--- src/rtl/core_wb_pkg.sv ---
`default_nettype none
// ============================================================================
// Module   : core_wb_pkg
// Brief    : Shared types and constants for the register-file write-back path.
// Revision : 1.0
// ============================================================================
package core_wb_pkg;

    localparam int WB_XLEN    = 64;
    localparam int WB_SRC_ALU = 0;
    localparam int WB_SRC_LSU = 1;
    localparam int WB_SRC_MDU = 2;
    localparam int WB_N_SRC   = 3;

    typedef struct packed {
        logic [4:0]         rd;
        logic [WB_XLEN-1:0] data;
    } wb_req_t;

endpackage : core_wb_pkg
`default_nettype wire

--- src/rtl/core_wb_fifo.sv ---
`default_nettype none
// ============================================================================
// Module   : core_wb_fifo
// Brief    : Per-source result FIFO with a per-entry rd view for the pend mask.
// Revision : 1.0
// ============================================================================
module core_wb_fifo
    import core_wb_pkg::*;
#(
    parameter int DEPTH = 2
) (
    input  logic               i_clk,
    input  logic               i_rst_n,
    input  logic               i_enq,
    input  wb_req_t            i_enq_data,
    input  logic               i_deq,
    output logic               o_full,
    output logic               o_empty,
    output wb_req_t            o_head,
    output logic [DEPTH-1:0]   o_ent_vld,
    output logic [DEPTH*5-1:0] o_ent_rd
);

    localparam int AW = (DEPTH > 1) ? $clog2(DEPTH) : 1;

    logic [AW:0]   r_wr_ptr;
    logic [AW:0]   r_rd_ptr;
    wb_req_t       r_mem [DEPTH];
    logic [AW:0]   w_count;
    logic [AW-1:0] w_off;
    logic          w_do_enq;
    logic          w_do_deq;

    // Extra MSB distinguishes full from empty when the index bits match.
    assign w_count  = r_wr_ptr - r_rd_ptr;
    assign o_empty  = (r_wr_ptr == r_rd_ptr);
    assign o_full   = (r_wr_ptr[AW] != r_rd_ptr[AW]) &&
                      (r_wr_ptr[AW-1:0] == r_rd_ptr[AW-1:0]);
    assign w_do_enq = i_enq && !o_full;
    assign w_do_deq = i_deq && !o_empty;
    assign o_head   = r_mem[r_rd_ptr[AW-1:0]];

    always_ff @(posedge i_clk or negedge i_rst_n) begin
        if (!i_rst_n) begin
            r_wr_ptr <= '0;
            r_rd_ptr <= '0;
        end else begin
            if (w_do_enq) r_wr_ptr <= r_wr_ptr + 1'b1;
            if (w_do_deq) r_rd_ptr <= r_rd_ptr + 1'b1;
        end
    end

    always_ff @(posedge i_clk) begin
        if (w_do_enq) r_mem[r_wr_ptr[AW-1:0]] <= i_enq_data;
    end

    // An entry is live when its distance from the read pointer is below the count.
    always_comb begin
        o_ent_vld = '0;
        o_ent_rd  = '0;
        w_off     = '0;
        for (int e = 0; e < DEPTH; e++) begin
            w_off          = AW'(e) - r_rd_ptr[AW-1:0];
            o_ent_vld[e]   = ({1'b0, w_off} < w_count);
            o_ent_rd[e*5 +: 5] = r_mem[e].rd;
        end
    end

endmodule : core_wb_fifo
`default_nettype wire

--- src/rtl/core_rf_wb_arb.sv ---
`default_nettype none
// ============================================================================
// Module   : core_rf_wb_arb
// Brief    : Round-robin write-back arbiter driving the RF write port.
// Revision : 1.0
// ============================================================================
module core_rf_wb_arb
    import core_wb_pkg::*;
#(
    parameter int N_SRC = WB_N_SRC,
    parameter int DEPTH = 2,
    parameter int XLEN  = WB_XLEN
) (
    input  logic                  i_wb_clk,
    input  logic                  i_wb_rst_n,
    input  logic [N_SRC-1:0]      i_wb_valid,
    output logic [N_SRC-1:0]      o_wb_ready,
    input  logic [N_SRC*5-1:0]    i_wb_rd,
    input  logic [N_SRC*XLEN-1:0] i_wb_data,
    output logic                  o_wb_we3,
    output logic [4:0]            o_wb_a3,
    output logic [XLEN-1:0]       o_wb_wd3,
    output logic [31:0]           o_wb_pend,
    output logic                  o_wb_idle
);

    localparam int PW = (N_SRC > 1) ? $clog2(N_SRC) : 1;

    wb_req_t            w_head    [N_SRC];
    logic [DEPTH-1:0]   w_ent_vld [N_SRC];
    logic [DEPTH*5-1:0] w_ent_rd  [N_SRC];
    logic [N_SRC-1:0]   w_empty;
    logic [N_SRC-1:0]   w_full;
    logic [N_SRC-1:0]   w_deq;

    logic [PW-1:0]      r_ptr;
    logic               r_we3;
    logic [4:0]         r_a3;
    logic [XLEN-1:0]    r_wd3;

    logic               w_grant;
    logic [PW-1:0]      w_gidx;
    logic [PW:0]        w_sum;
    logic [PW-1:0]      w_idx;
    logic [31:0]        w_pend;

    generate
        for (genvar s = 0; s < N_SRC; s++) begin : g_src
            wb_req_t w_req;
            logic    w_enq;

            assign w_req.rd     = i_wb_rd[s*5 +: 5];
            assign w_req.data   = i_wb_data[s*XLEN +: XLEN];
            // rd==0 completes the handshake but is never queued.
            assign w_enq        = i_wb_valid[s] && (w_req.rd != 5'd0);
            assign o_wb_ready[s] = !w_full[s];
            assign w_deq[s]     = w_grant && (w_gidx == PW'(s));

            core_wb_fifo #(
                .DEPTH (DEPTH)
            ) u_fifo (
                .i_clk      (i_wb_clk),
                .i_rst_n    (i_wb_rst_n),
                .i_enq      (w_enq),
                .i_enq_data (w_req),
                .i_deq      (w_deq[s]),
                .o_full     (w_full[s]),
                .o_empty    (w_empty[s]),
                .o_head     (w_head[s]),
                .o_ent_vld  (w_ent_vld[s]),
                .o_ent_rd   (w_ent_rd[s])
            );
        end
    endgenerate

    // Scan downward so the candidate nearest the pointer wins.
    always_comb begin
        w_grant = 1'b0;
        w_gidx  = '0;
        w_sum   = '0;
        w_idx   = '0;
        for (int k = N_SRC - 1; k >= 0; k--) begin
            w_sum = {1'b0, r_ptr} + (PW+1)'(k);
            if (w_sum >= (PW+1)'(N_SRC)) w_sum = w_sum - (PW+1)'(N_SRC);
            w_idx = w_sum[PW-1:0];
            if (!w_empty[w_idx]) begin
                w_grant = 1'b1;
                w_gidx  = w_idx;
            end
        end
    end

    always_ff @(posedge i_wb_clk or negedge i_wb_rst_n) begin
        if (!i_wb_rst_n) begin
            r_ptr <= '0;
            r_we3 <= 1'b0;
            r_a3  <= '0;
            r_wd3 <= '0;
        end else if (w_grant) begin
            r_ptr <= (w_gidx == PW'(N_SRC - 1)) ? '0 : w_gidx + 1'b1;
            r_we3 <= 1'b1;
            r_a3  <= w_head[w_gidx].rd;
            r_wd3 <= w_head[w_gidx].data;
        end else begin
            r_we3 <= 1'b0;
        end
    end

    always_comb begin
        w_pend = '0;
        for (int s = 0; s < N_SRC; s++) begin
            for (int e = 0; e < DEPTH; e++) begin
                if (w_ent_vld[s][e]) w_pend[w_ent_rd[s][e*5 +: 5]] = 1'b1;
            end
        end
        if (r_we3) w_pend[r_a3] = 1'b1;
        w_pend[0] = 1'b0;
    end

    assign o_wb_we3  = r_we3;
    assign o_wb_a3   = r_a3;
    assign o_wb_wd3  = r_wd3;
    assign o_wb_pend = w_pend;
    assign o_wb_idle = (&w_empty) && !r_we3;

endmodule : core_rf_wb_arb
`default_nettype wire

--- config.mk ---
export PLATFORM = sky130hd
export DESIGN_NAME = core_rf_wb_arb
export DESIGN_NICKNAME = d
export VERILOG_FILES = /design/src/rtl/core_wb_pkg.sv /design/src/rtl/core_wb_fifo.sv /design/src/rtl/core_rf_wb_arb.sv
export SDC_FILE = /design/constraint.sdc
export NUM_CORES = 1
export LEC_CHECK = 0
export BUFFER_PORTS_ARGS = -buffer_cell sky130_fd_sc_hd__buf_2
export CORE_MARGIN = 5
export CORE_UTILIZATION = 57
export CTS_CLUSTER_SIZE = 10
export DETAILED_ROUTE_END_ITERATION = 8
export PLACE_DENSITY = 0.86
export REMOVE_ABC_BUFFERS = 1
export SLEW_MARGIN = 40
export SYNTH_ARGS = -nofsm -noshare
export SYNTH_HDL_FRONTEND = slang
export SYNTH_SLANG_ARGS = --single-unit
--- constraint.sdc ---
create_clock -name i_wb_clk -period 11.55 [get_ports i_wb_clk]
set_input_delay 1.155 -clock i_wb_clk [delete_from_list [all_inputs] [get_ports i_wb_clk]]
set_output_delay 1.155 -clock i_wb_clk [all_outputs]
set_load 0.03 [all_outputs]
======== Word level (Yosys, flattened, before mapping) ========
Memory sizes are Yosys's and may differ from the RTL's.
Cells that the tools add are included.
storage, ports and cells
  register bits after elaboration ......... 84
  memory bits (writable) .................. 414
  output and inout bits ................... 106
  word-level logic and storage cells ...... 161
  memories ................................ 3
  bits of input ports ..................... 212
operators by class
  reductions and logical operators ........ 35
  multiplexer cells ....................... 47
  bitwise gates (word level) .............. 7
  add/sub/neg operators ................... 21
  eq/ne operators ......................... 11
  magnitude comparators ................... 27
memory list
  memory                 words  bits a word  read ports  clocked after Yosys merged registers in  wr ports  line                source
  g_src[0].u_fifo.r_mem  2      69           3           0                                        1         core_wb_fifo.sv:28  wb_req_t r_mem [DEPTH];
  g_src[1].u_fifo.r_mem  2      69           3           0                                        1         core_wb_fifo.sv:28
  g_src[2].u_fifo.r_mem  2      69           3           0                                        1         core_wb_fifo.sv:28
operators with widths
  kind                                                                    number
  32-bit 2-to-1 mux                                                       7
  32-bit OR                                                               6
  69-bit binary-select mux with 2-bit select                              1
  69-bit 2-to-1 mux                                                       2
  5-bit by 6-bit < comparator with 1-bit output (second input constant)   7
  1-bit demux with 5-bit select                                           7
  5-bit by 1-bit >= comparator with 1-bit output (second input constant)  7
  1-bit logical AND                                                       23
  1-bit 2-to-1 mux                                                        20
  5-bit nonzero test                                                      3
  2-bit by 1-bit adder with 2-bit output (second input constant)          7
  2-bit 2-to-1 mux                                                        7
  1-bit by 2-bit < comparator with 1-bit output                           6
  2-bit by 3-bit < comparator with 1-bit output (second input constant)   3
  1-bit logical NOT                                                       7
  1-bit binary-select mux with 2-bit select                               3
  2-bit equality test                                                     3
  3-bit by 2-bit >= comparator with 1-bit output (second input constant)  2
  1-bit subtractor (first input constant)                                 6
  2-bit subtractor                                                        3
  2-bit subtractor (second input constant)                                3
  2-bit by 1-bit adder with 3-bit output (second input constant)          1
  2-bit by 2-bit adder with 3-bit output (second input constant)          1
  1-bit equality test                                                     3
  8 further kinds                                                         10

======== Logic depth before layout (Yosys ltp) ========
Gate-level depths: netlist of the first run.
An unclocked memory read counts as a cell.
  word-level depth ........................ 18
  gate-level depth with buffers ........... 13
  depth with buffers taken out ............ 10

======== Hierarchy ========
A second synthesis of the first run with hierarchy kept.
second synthesis, totals
  cells, all modules ...................... 1385
  area, all modules ....................... 21610.7 µm²
modules (own cells, without submodules)
  module          area each (µm²)  cells each  instances  seq. area each (µm²)
  core_wb_fifo    5367.6           256         3          4244.1
  core_rf_wb_arb  5507.8           617         1          1801.7

======== Worst setup path before layout of the first run ========
OpenSTA, ideal clock, no wires.
  path kind ............................... reg2reg
  from .................................... register g_src[1].u_fifo.r_rd_ptr[0]
  to ...................................... memory g_src[1].u_fifo.r_mem[1][0] in the netlist's numbering, enable pin
  data required time ...................... 11.051 ns
  setup slack ............................. 6.099 ns
  clock period less this slack ............ 5.451 ns
  stages on the path, launching flop included .. 8
  library setup time ...................... 0.499 ns
  buffers on the path ..................... 2
  arrival time ............................ 4.951 ns
  path through ............................ dfrtp_1 > clkbuf_1 > clkbuf_1 > inv_1 > ha_1 > nand2b_1 > o211ai_1 > nor2_1
between the ends
  longest elaborated chain between the ends .. 6
RTL lines
  element                                 line                  source
  from (decl)                             core_wb_fifo.sv:27    logic [AW:0] r_rd_ptr;
  from (signal assigned)                  core_wb_fifo.sv:49    if (w_do_deq) r_rd_ptr <= r_rd_ptr + 1'b1;
  1-bit equality test                     core_wb_fifo.sv:38    (r_wr_ptr[AW-1:0] == r_rd_ptr[AW-1:0]);
  1-bit logical AND                       core_wb_fifo.sv:37    assign o_full = (r_wr_ptr[AW] != r_rd_ptr[AW]) &&
  1-bit logical NOT                       n/a
  named net o_wb_ready[1]                 core_rf_wb_arb.sv:17  output logic [N_SRC-1:0] o_wb_ready,
  1-bit logical AND                       core_wb_fifo.sv:39    assign w_do_enq = i_enq && !o_full;
  1-bit 2-to-1 mux                        core_wb_fifo.sv:54    if (w_do_enq) r_mem[r_wr_ptr[AW-1:0]] <= i_enq_data;
  1-bit 2-to-1 mux (implied by the code)  core_wb_fifo.sv:54
  to (decl)                               core_wb_fifo.sv:28
The timed path passes the listed nets, and every way through them passes these cells.

======== Final worst setup path of the first run ========
  from .................................... register g_src[1].u_fifo.r_rd_ptr[0]
  to ...................................... output o_wb_pend[23]
between the ends
  longest elaborated chain between the ends .. 11
  elaborated cells on any way between the ends .. 14
  those cells by class .................... add/sub (3); order compare (2); mux (5); bitwise (4)
RTL lines
  element                                               line                                    source
  2-bit subtractor or 1-bit subtractor (tied branches)  core_wb_fifo.sv:35, core_wb_fifo.sv:63
  1-bit by 2-bit < comparator with 1-bit output         core_wb_fifo.sv:64                      o_ent_vld[e] = ({1'b0, w_off} < w_count);
  32-bit 2-to-1 mux                                     core_rf_wb_arb.sv:113                   if (w_ent_vld[s][e]) w_pend[w_ent_rd[s][e*5 +: 5]] = 1'b1;
  32-bit OR (no source line)                            n/a
  32-bit 2-to-1 mux *                                   core_rf_wb_arb.sv:113
  32-bit OR (no source line)                            n/a
  32-bit 2-to-1 mux *                                   core_rf_wb_arb.sv:113
  32-bit OR (no source line)                            n/a
  32-bit 2-to-1 mux *                                   core_rf_wb_arb.sv:113
  32-bit OR (no source line)                            n/a
  32-bit 2-to-1 mux *                                   core_rf_wb_arb.sv:116                   if (r_we3) w_pend[r_a3] = 1'b1;
  to (decl)                                             core_rf_wb_arb.sv:23                    output logic [31:0] o_wb_pend,
Mark *: on every way between the ends. The rest lies on a longest branch, timed or not.

==> impl.org, run 1 <==
** Routing
- After the first detailed-routing iteration, the DRC count stood at 1221.
- DR DRC count :: 0
- Vias :: 13.8k
- Wire length per cell :: ~28 um
- Post-Route WL :: 60.3 mm
- After detailed routing, the number of vias per cell comes to 6.44.
- Post-detailed-route count of antenna-violating nets :: 0
- Before antenna repair, the detailed router went through 7 iterations.

** Worst setup path
- Data required time at the worst endpoint :: 10.40 ns
- For this run, the slowest stage of the critical path takes 0.75 ns.
- Of all nets on the critical path, the largest fanout is 25.
- The critical path is of the reg -> out type.
- The worst setup path is captured at a primary output.
- At the worst endpoint, the arrival time is 3.92 ns.
- CP Launch Type :: flip-flop
- CP Cell Sequence :: ha_1 > inv_1 > ha_1 > o211ai_1 > inv_1 > a22o_1 > a2111oi_0 > o221ai_1 > buf_2
- Worst-path cell with the longest stage delay :: dfrtp_4

** Global route
- The number of global-route vias before repair came to 14.5k.
- Met1 demand-to-capacity share in global routing :: 36.2%
- Wire length of the first global-routing pass :: 89.5 mm
- Layer with the highest usage after global routing :: met2
- For this run, global-route usage on met3 was measured as 7.12%.
- GR Util All Layers :: between 20% and 30%
- In the global route stage, met2 resource usage came out at about 49%.
- The total overflow left after global routing is 0.
- Number of antenna violations at the first check in global routing :: 21
- Maximum number of pins on one net before global-route repair :: 73

** Placement
- Gp weighted congestion :: 0.947
- Final HPWL from detailed placement :: roughly 40 mm
- In this run, placement finished with an instance count of 2027.
- Input and output buffers added on the ports amount to ~320.

** Logic synthesis
- Largest family of logic cells by synthesized area :: multiplexers
- Syn Std Cell Area :: 0.0207 mm^2
- After Yosys synthesis, XOR and XNOR cells account for 0.787% of the synthesized area.
- Async set or reset register ratio after synthesis :: 16.9%
- Count of flip-flops with a built-in enable after synthesis :: about 410
- Mapped Cells :: roughly 1.3k
- Yosys warnings :: 0
- Averaged over all synthesized cells, the footprint is between 15 and 20 um^2.
- Part of the Yosys area used for sequential elements :: 70.3%
- Leading register cell type out of synthesis :: edfxtp_1
- Simple-Gate Fraction of Synth Area :: 5.60%
- Summing the areas of all fa, ha and maj instances in the mapped netlist gives 0.666% of the synthesized area.
- Compound-cell area share of the yosys netlist :: about a tenth
- Measured against the total synthesized area, the mux share comes to 10.4%.
- The number of different library cells used by synthesis comes to 61.
- Synthesis inferred 498 register bits.

** Power and ir drop
- Fraction of power consumed by combinational cells :: 43.1%
- Leakage Power :: 0.00941 uW
- IR analysis of the VDD net gives a maximum drop of 0.201 mV.
- Relative contribution of sequential cells to total power :: between 30% and 40%
- Pwr per Cell Area :: roughly 330 mW/mm^2
- Switching Share :: slightly above 40%
- The clock network is responsible for 19.7% of the overall power.
- Switching power summed over all nets :: 3270 uW
- The internal power of the cells totals 4830 uW.

** Floorplanning
- Die width :: 200 um
- Count of pins on the block boundary :: 318
- Vertical die dimension :: approximately 200 um
- The floorplan step defined a die boundary enclosing 0.0402 mm^2.
- Area of the core region :: 0.0357 mm^2
- The floorplan has 69 rows.
- The initial utilization of the core area, before any placement, comes to 58.0%.

** Clock network
- Total clock buffers created by CTS :: 56
- Counting along the longest clock path gives a buffer depth of 3.
- After clock tree synthesis, the clock-pin slew on the worst setup and hold paths is 0.06 ns.
- After clock tree synthesis, the repair step resized 0 gates.
- # Post-CTS Setup Buffers :: 0
- At the later pin of the worst-skew pair, clock insertion delay measures 0.57 ns.
- Clock root buffer :: clkbuf_16
- Counting every sink on the clock net gives roughly 500.
- TritonCTS built the clock tree.
- # hold bufs at CTS :: 0
- H-tree depth :: 2

** Timing
- Clk_skew :: 0.0216 ns
- Maximum frequency from static timing analysis :: 197 MHz
- Fin. Hold Viols :: 0
- Count of final setup violators :: 0
- Counting I/O delays and the setup requirement, the final critical path takes 5.08 ns.
- Share of the clock period used by the worst path :: between 40% and 50%
- Accumulated negative setup slack :: 0 ns
- The count of final max-slew check failures is 0.
- Slew HR :: 39.8%
- Transition time at the pin with the least slew margin :: roughly 0.9 ns
- Unrepaired setup endpoints after global routing :: false

** Layout
- Non-filler instance count after layout :: 2142
- The area growth from synthesis to layout is 18.5%.
- The post-route netlist has 29.7% of its cells at a drive strength greater than 1.
- # nets final :: 1849

** Flow run
- Across the run, the number of max-cap violations was 0.

** Min path
- HP Class :: reg -> reg

** Status
- The flow ran to the end, and the final reports show no timing, DRC or antenna violations.
logic make-up after synthesis:
family / Yosys count
buffers and inverters: 95
adders and majority gates: 11
xor gates and xnor gates: 16
AOI/OAI and AO/OA: 254
muxes: 207
other: 1
DFF: 498
and+or+nand+nor: 226
per-layer routing:
metal | vias up | wire length (um)
met3 | 158 | 5280
met4 | 22 | 2380
li1 | 5920 | -
met5 | - | 131
met2 | 764 | 30200
met1 | 6925 | 22300
per-stage QoR:
stage	setup WS, ns	power (uW)	hold WS [ns]	util, %	cell area [um^2]
floorplan	4.59	5250	0.479	-	20300
global placement	6.51	6270	0.491	63.5	22600
detailed placement	7.05	6490	0.496	63.9	22800
CTS	6.43	8090	0.501	68.5	24400
global route	6.14	8440	0.520	68.7	24500
finish	6.47	8100	0.510	68.7	24500
synth_stat cells (all sizes together), types with 4 or more instances:
cell | number | area share (%)
edfxtp | 414 | 60
mux2i | 141 | 6.8
o22ai | 85 | 2.6
dfrtp | 84 | 10
a221o | 67 | 3.2
nand2 | 67 | 1.2
mux2 | 66 | 3.6
nor2 | 49 | 0.89
clkbuf | 44 | 0.80
buf | 35 | 1.2
o221ai | 34 | 1.5
a221oi | 19 | 0.80
nor3 | 17 | 0.41
inv | 16 | 0.30
a22oi | 15 | 0.54
and2 | 15 | 0.45
ha | 11 | 0.67
nor3b | 11 | 0.40
xnor2 | 11 | 0.57
nand2b | 10 | 0.30
nand3 | 10 | 0.24
and3b | 9 | 0.38
nand3b | 8 | 0.29
o211ai | 7 | 0.25
or3 | 7 | 0.21
or3b | 6 | 0.25
a211oi | 5 | 0.18
xor2 | 5 | 0.21
o21ai | 4 | 0.097
worst max-delay path: cells and delay by family, from the launching register on:
family | cells | cell delay, ns
adder cells (fa/ha/maj) | 2 | 0.53
AO/OA/AOI/OAI | 4 | 1.61
buffers and inverters | 3 | 0.45
flip-flops | 1 | 0.75
placed cells by master (no fill, tap or decap), types with 42 or more instances in the layout:
cell / n
buf_2: 315
mux2i_1: 141
nor2_1: 42
o22ai_1: 85
dfrtp_1: 81
edfxtp_1: 414
clkbuf_1: 42
a221o_1: 67
nand2_1: 66
mux2_2: 66
clkbuf_16: 58
power groups by stage:
stage / sequential [uW] / clock (uW) / combinational, uW
floorplan: 3270 / 0 / 1970
global placement: 3040 / 0 / 3220
finish: 3020 / 1590 / 3490
global route: 3070 / 1690 / 3690
CTS: 3010 / 1610 / 3480
detailed placement: 3030 / 0 / 3450
path summary, 6_finish.rpt:
| check | start | end | slack, ns | cells after the start |
|---|---|---|---|---|
| worst min register to register | o_wb_wd3[11] | o_wb_wd3[11] | 0.51 | 1 |
| worst max register to register | g_src[0].u_fifo.r_rd_ptr[0] | g_src[0].u_fifo.r_mem[1][26] | 7.87 | 6 |
| min in group asynchronous | i_wb_rst_n | o_wb_wd3[12] | 0.52 | 1 |
| max in group asynchronous | i_wb_rst_n | g_src[1].u_fifo.r_rd_ptr[0] | 9.97 | 2 |
| worst max-delay path | g_src[1].u_fifo.r_rd_ptr[0] | o_wb_pend[23] | 6.47 | 9 |
| worst min-delay path | o_wb_wd3[11] | o_wb_wd3[11] | 0.51 | 1 |
area by class of cell:
class	count	area, um^2
sequential	498	14500
fill	2300	11200
multi-input combinational	715	5770
timing repair buffer	339	1880
clock buffer	100	1610
tap	461	577
inverter	16	62.6
clock inverter	3	32.5
antenna	10	25.0
flip-flops by register name, summed over array words and instances (netlist names):
name / cells
g_src.u_fifo.r_mem: 414
o_wb_wd3: 64
g_src.u_fifo.r_rd_ptr: 6
g_src.u_fifo.r_wr_ptr: 6
o_wb_a3: 5
r_ptr: 2
o_wb_we3: 1
Power figures use the tool's default switching activity.
==> inputs of run 2 (changes only) <==
- clock period: 11.55 -> 5.2 ns (I/O delays scaled with it)
==> run 2 against run 1 <==
Sequential share of layout area about the same; global-route usage about the same; register-to-register slack got worse by 6.1 ns; clock skew up 0.0011 ns; worst setup slack got worse by 5.7 ns; worst hold slack worse by 0.39 ns; clock power up 120%.
==> impl.org, run 2 (same netlist as run 1, synthesis figures left out) <==
** Status
- The run finished with clean final reports.

** Placement
- Gp weighted congestion :: 0.999 (+5.5%)
- Buffers on Ports :: 316 (unchanged)
- Final HPWL from detailed placement :: 40.0 mm (-0.56%)
- The cell area after placement came to 0.0228 mm^2 (about the same).

** Timing
- Setup repair after global routing left no endpoint under its margin.
- Fin. Hold Viols :: 0 (unchanged)
- The count of final max-slew check failures is 0 (unchanged).
- Clk_skew :: 0.0227 ns (+0.00112 ns)
- The slew at the pin with the worst max-slew slack came to 0.857 ns (-0.0415 ns).
- Based on the critical path, the design can be clocked at up to 224 MHz.
- Count of final setup violators :: 0 (unchanged)
- Slew HR :: 42.8% (+3.0 points)
- In the finished design, the share of the clock period the worst path needs comes to 85.7%.
- Shortest clock period the worst path allows after layout :: 4.45 ns
- Accumulated negative setup slack :: 0 ns (unchanged)

** Floorplanning
- Count of pins on the block boundary :: 318 (unchanged)
- The starting utilization of the core area was 58.0% (unchanged).
- The die footprint is 0.0402 mm^2 (unchanged).
- The floorplan die height came to 200 um (unchanged).
- The placeable core area was 0.0357 mm^2 (unchanged).
- The number of standard-cell rows in the floorplan is 69 (unchanged).
- Die width :: 200 um (unchanged)

** Power and ir drop
- Pwr per Cell Area :: 733 mW/mm^2 (+120%)
- The total leakage power is 0.00942 uW (about the same).
- Worst ir drop on vdd :: 0.517 mV (+160%)
- Final Power :: 18000 uW (+120%)

** Global route
- Via count of the first global-routing pass :: 14.3k (-1.4%)
- Number of antenna violations at the first check in global routing :: 14 (-33%)
- Maximum number of pins on one net before global-route repair :: 73 (unchanged)
- The aggregate global-route resource usage came to 29.0% (about the same).
- Wire length of the first global-routing pass :: 89.4 mm (-0.15%)
- Remaining Overflow, GRT :: 0 (unchanged)

** Routing
- The total number of vias came to 13.8k (+0.18%).
- The final wirelength came to 60.2 mm (about the same).
- The violation count after the first detailed-route iteration came to 1335 (+9.3%).
- Highest routing layer actually used :: met5
- Routed metal-1 wire length :: 22.6 mm (+1.3%)
- The number of vias per cell after detailed routing came to 6.46 (+0.42%).
- DR DRC count :: 0 (unchanged)
- Wire length per cell :: 28.2 um (+0.17%)
- The number of nets with antenna violations after routing is 0 (unchanged).
- WL met2 :: 30.3 mm (+0.51%)
- The first-pass detailed-route iteration total was 7 (unchanged).
- DR WL met3 :: 5.17 mm (-2.3%)

** Clock network
- The post-CTS setup buffer count came to 0 (unchanged).
- Number of buffers on the longest clock path :: 3 (unchanged)
- The clock-pin transition on the worst setup and hold timing paths came to 0.05 ns (about the same).
- The latest clock arrival within the worst-skew pair was 0.58 ns (about the same).
- Clock tree from TritonCTS :: yes
- The number of resized instances in the post-cts repair step was 0 (unchanged).
- Clock root buffer :: clkbuf_16
- Total clock buffers created by CTS :: 56 (unchanged)
- The TritonCTS sink count was 498 (unchanged).
- The number of H-tree branching levels came to 2 (unchanged).

** Min path
- HP Class :: in -> reg
- The number of stages on the worst hold path was 1 (unchanged).
- In this run the most critical hold path is launched from i_wb_data[191].
- For hold timing, the worst endpoint is g_src[2].u_fifo.r_mem[0][63].

** Worst setup path
- Critical R2R Capture :: o_wb_a3[0]
- The cell depth of the worst flop-to-flop path came to 9 (+3).
- WP data arrival :: 3.93 ns (about the same)
- Worst-path cell with the longest stage delay :: dfrtp_4
- CP Launch Type :: flip-flop
- Maximum fanout along the worst path :: 33 (+32%)
- Data required time at the worst endpoint :: 4.68 ns (-5.72 ns)
- The peak per-stage delay on the critical path is 0.86 ns (+0.11 ns).
- The worst register-to-register path begins at g_src[2].u_fifo.r_rd_ptr[0].
- CP Cell Sequence :: ha_1 > inv_1 > ha_1 > o211ai_1 > inv_1 > a22o_1 > a2111oi_0 > o221ai_1 > buf_2
- The critical path buffer and inverter count was 3 (unchanged).
- The worst setup slack for register-to-register paths was 1.76 ns (-6.11 ns).
- Category of the worst setup path capture point :: primary output
- Largest delay share family, worst path :: compound AO/OA/AOI/OAI gates
- The critical path is of the reg -> out type.

** Flow run
- The number of max-capacitance violations reported was 0 (unchanged).

** Layout
- The net count of the finished layout was 1849 (unchanged).
- The number of filler cells placed in the layout is 2372 (+3.1%).
- Share of layout cells above drive strength 1 :: 29.7% (-0.078 points)
- The number of flip-flops in the largest register was 414 (unchanged).
- The area added between synthesis and finish was 18.5% (about the same).
- The final instance area was 0.0245 mm^2 (about the same).
- Most frequent cells in the layout :: edfxtp_1 (414), buf_2 (315), mux2i_1 (141)
- The library cell used most frequently in the layout, excluding fill and tap cells, is edfxtp_1.
run 2: cell count changes in the layout (fill, tap and decap cells not counted), sizes merged:
cell / change
dlygate4sd3: +1
clkinvlp: -1
buf: -1
diode: -6
clkbuf: +2
run 2: cell type report:
type                            count  area, um^2  area share [%]
Inverter                           16        62.6           0.255
Clock buffer                      102        1630            6.64
Timing Repair Buffer              339        1890            7.70
Tap cell                          461         577            2.35
Multi-Input combinational cell    715        5770            23.6
Antenna cell                        4        10.0          0.0408
Clock inverter                      2        25.0           0.102
Sequential cell                   498       14500            59.3
run 2: worst reg2reg max path, cell delays in order (launching register included):
cell and delay, ns:
dfrtp_4 0.82, inv_1 0.16, ha_1 0.47, nand4_1 0.25, a2111oi_0 0.44, or2_4 0.60, buf_12 0.32, inv_4 0.09
o221ai_2 0.06, o2bb2ai_1 0.14
run 2: stage by stage:
step,worst slack (ns),utilization [%],hold WS (ns),instances
after global placement,1.47,63.5,0.493,2020
after global routing,0.640,68.7,0.115,2137
after floorplan,-1.76,-,0.224,1229
after detailed placement,1.46,63.9,0.499,2026
final,0.745,68.7,0.122,2137
after CTS,0.853,68.6,0.0350,2130
run 2: worst max path at each step:
stage | startpoint | endpoint | slack, ns | cells past startpoint
3_5_place_dp | g_src[1].u_fifo.r_rd_ptr[0] | o_wb_pend[23] | 1.46 | 9
4_1_cts | g_src[1].u_fifo.r_rd_ptr[0] | o_wb_pend[23] | 0.85 | 9
6_report | g_src[1].u_fifo.r_rd_ptr[0] | o_wb_pend[23] | 0.75 | 9
3_3_place_gp | g_src[1].u_fifo.r_rd_ptr[0] | o_wb_pend[23] | 1.47 | 9
2_1_floorplan | g_src[2].u_fifo.r_rd_ptr[0] | g_src[2].u_fifo.r_mem[1][0] | -1.76 | 5
5_1_grt | g_src[1].u_fifo.r_rd_ptr[0] | o_wb_pend[23] | 0.64 | 9
run 2: power breakdown:
part | switching (uW) | total (uW) | internal, uW
registers | 848 | 6730 | 5880
logic | 4930 | 7690 | 2760
clock network | 1460 | 3550 | 2090
run 2: what timing repair did:
item                                   CTS  global route
hold buffers                             0             1
setup endpoints to repair                0             0
endpoints found under the hold margin    0            45
run 2: per-layer routing:
| layer | track usage (%) | vias up |
|---|---|---|
| met5 | 0 | - |
| met4 | 9.64 | 18 |
| met3 | 6.58 | 156 |
| met2 | 49.9 | 756 |
| met1 | 36.8 | 6962 |
| li1 | - | 5922 |
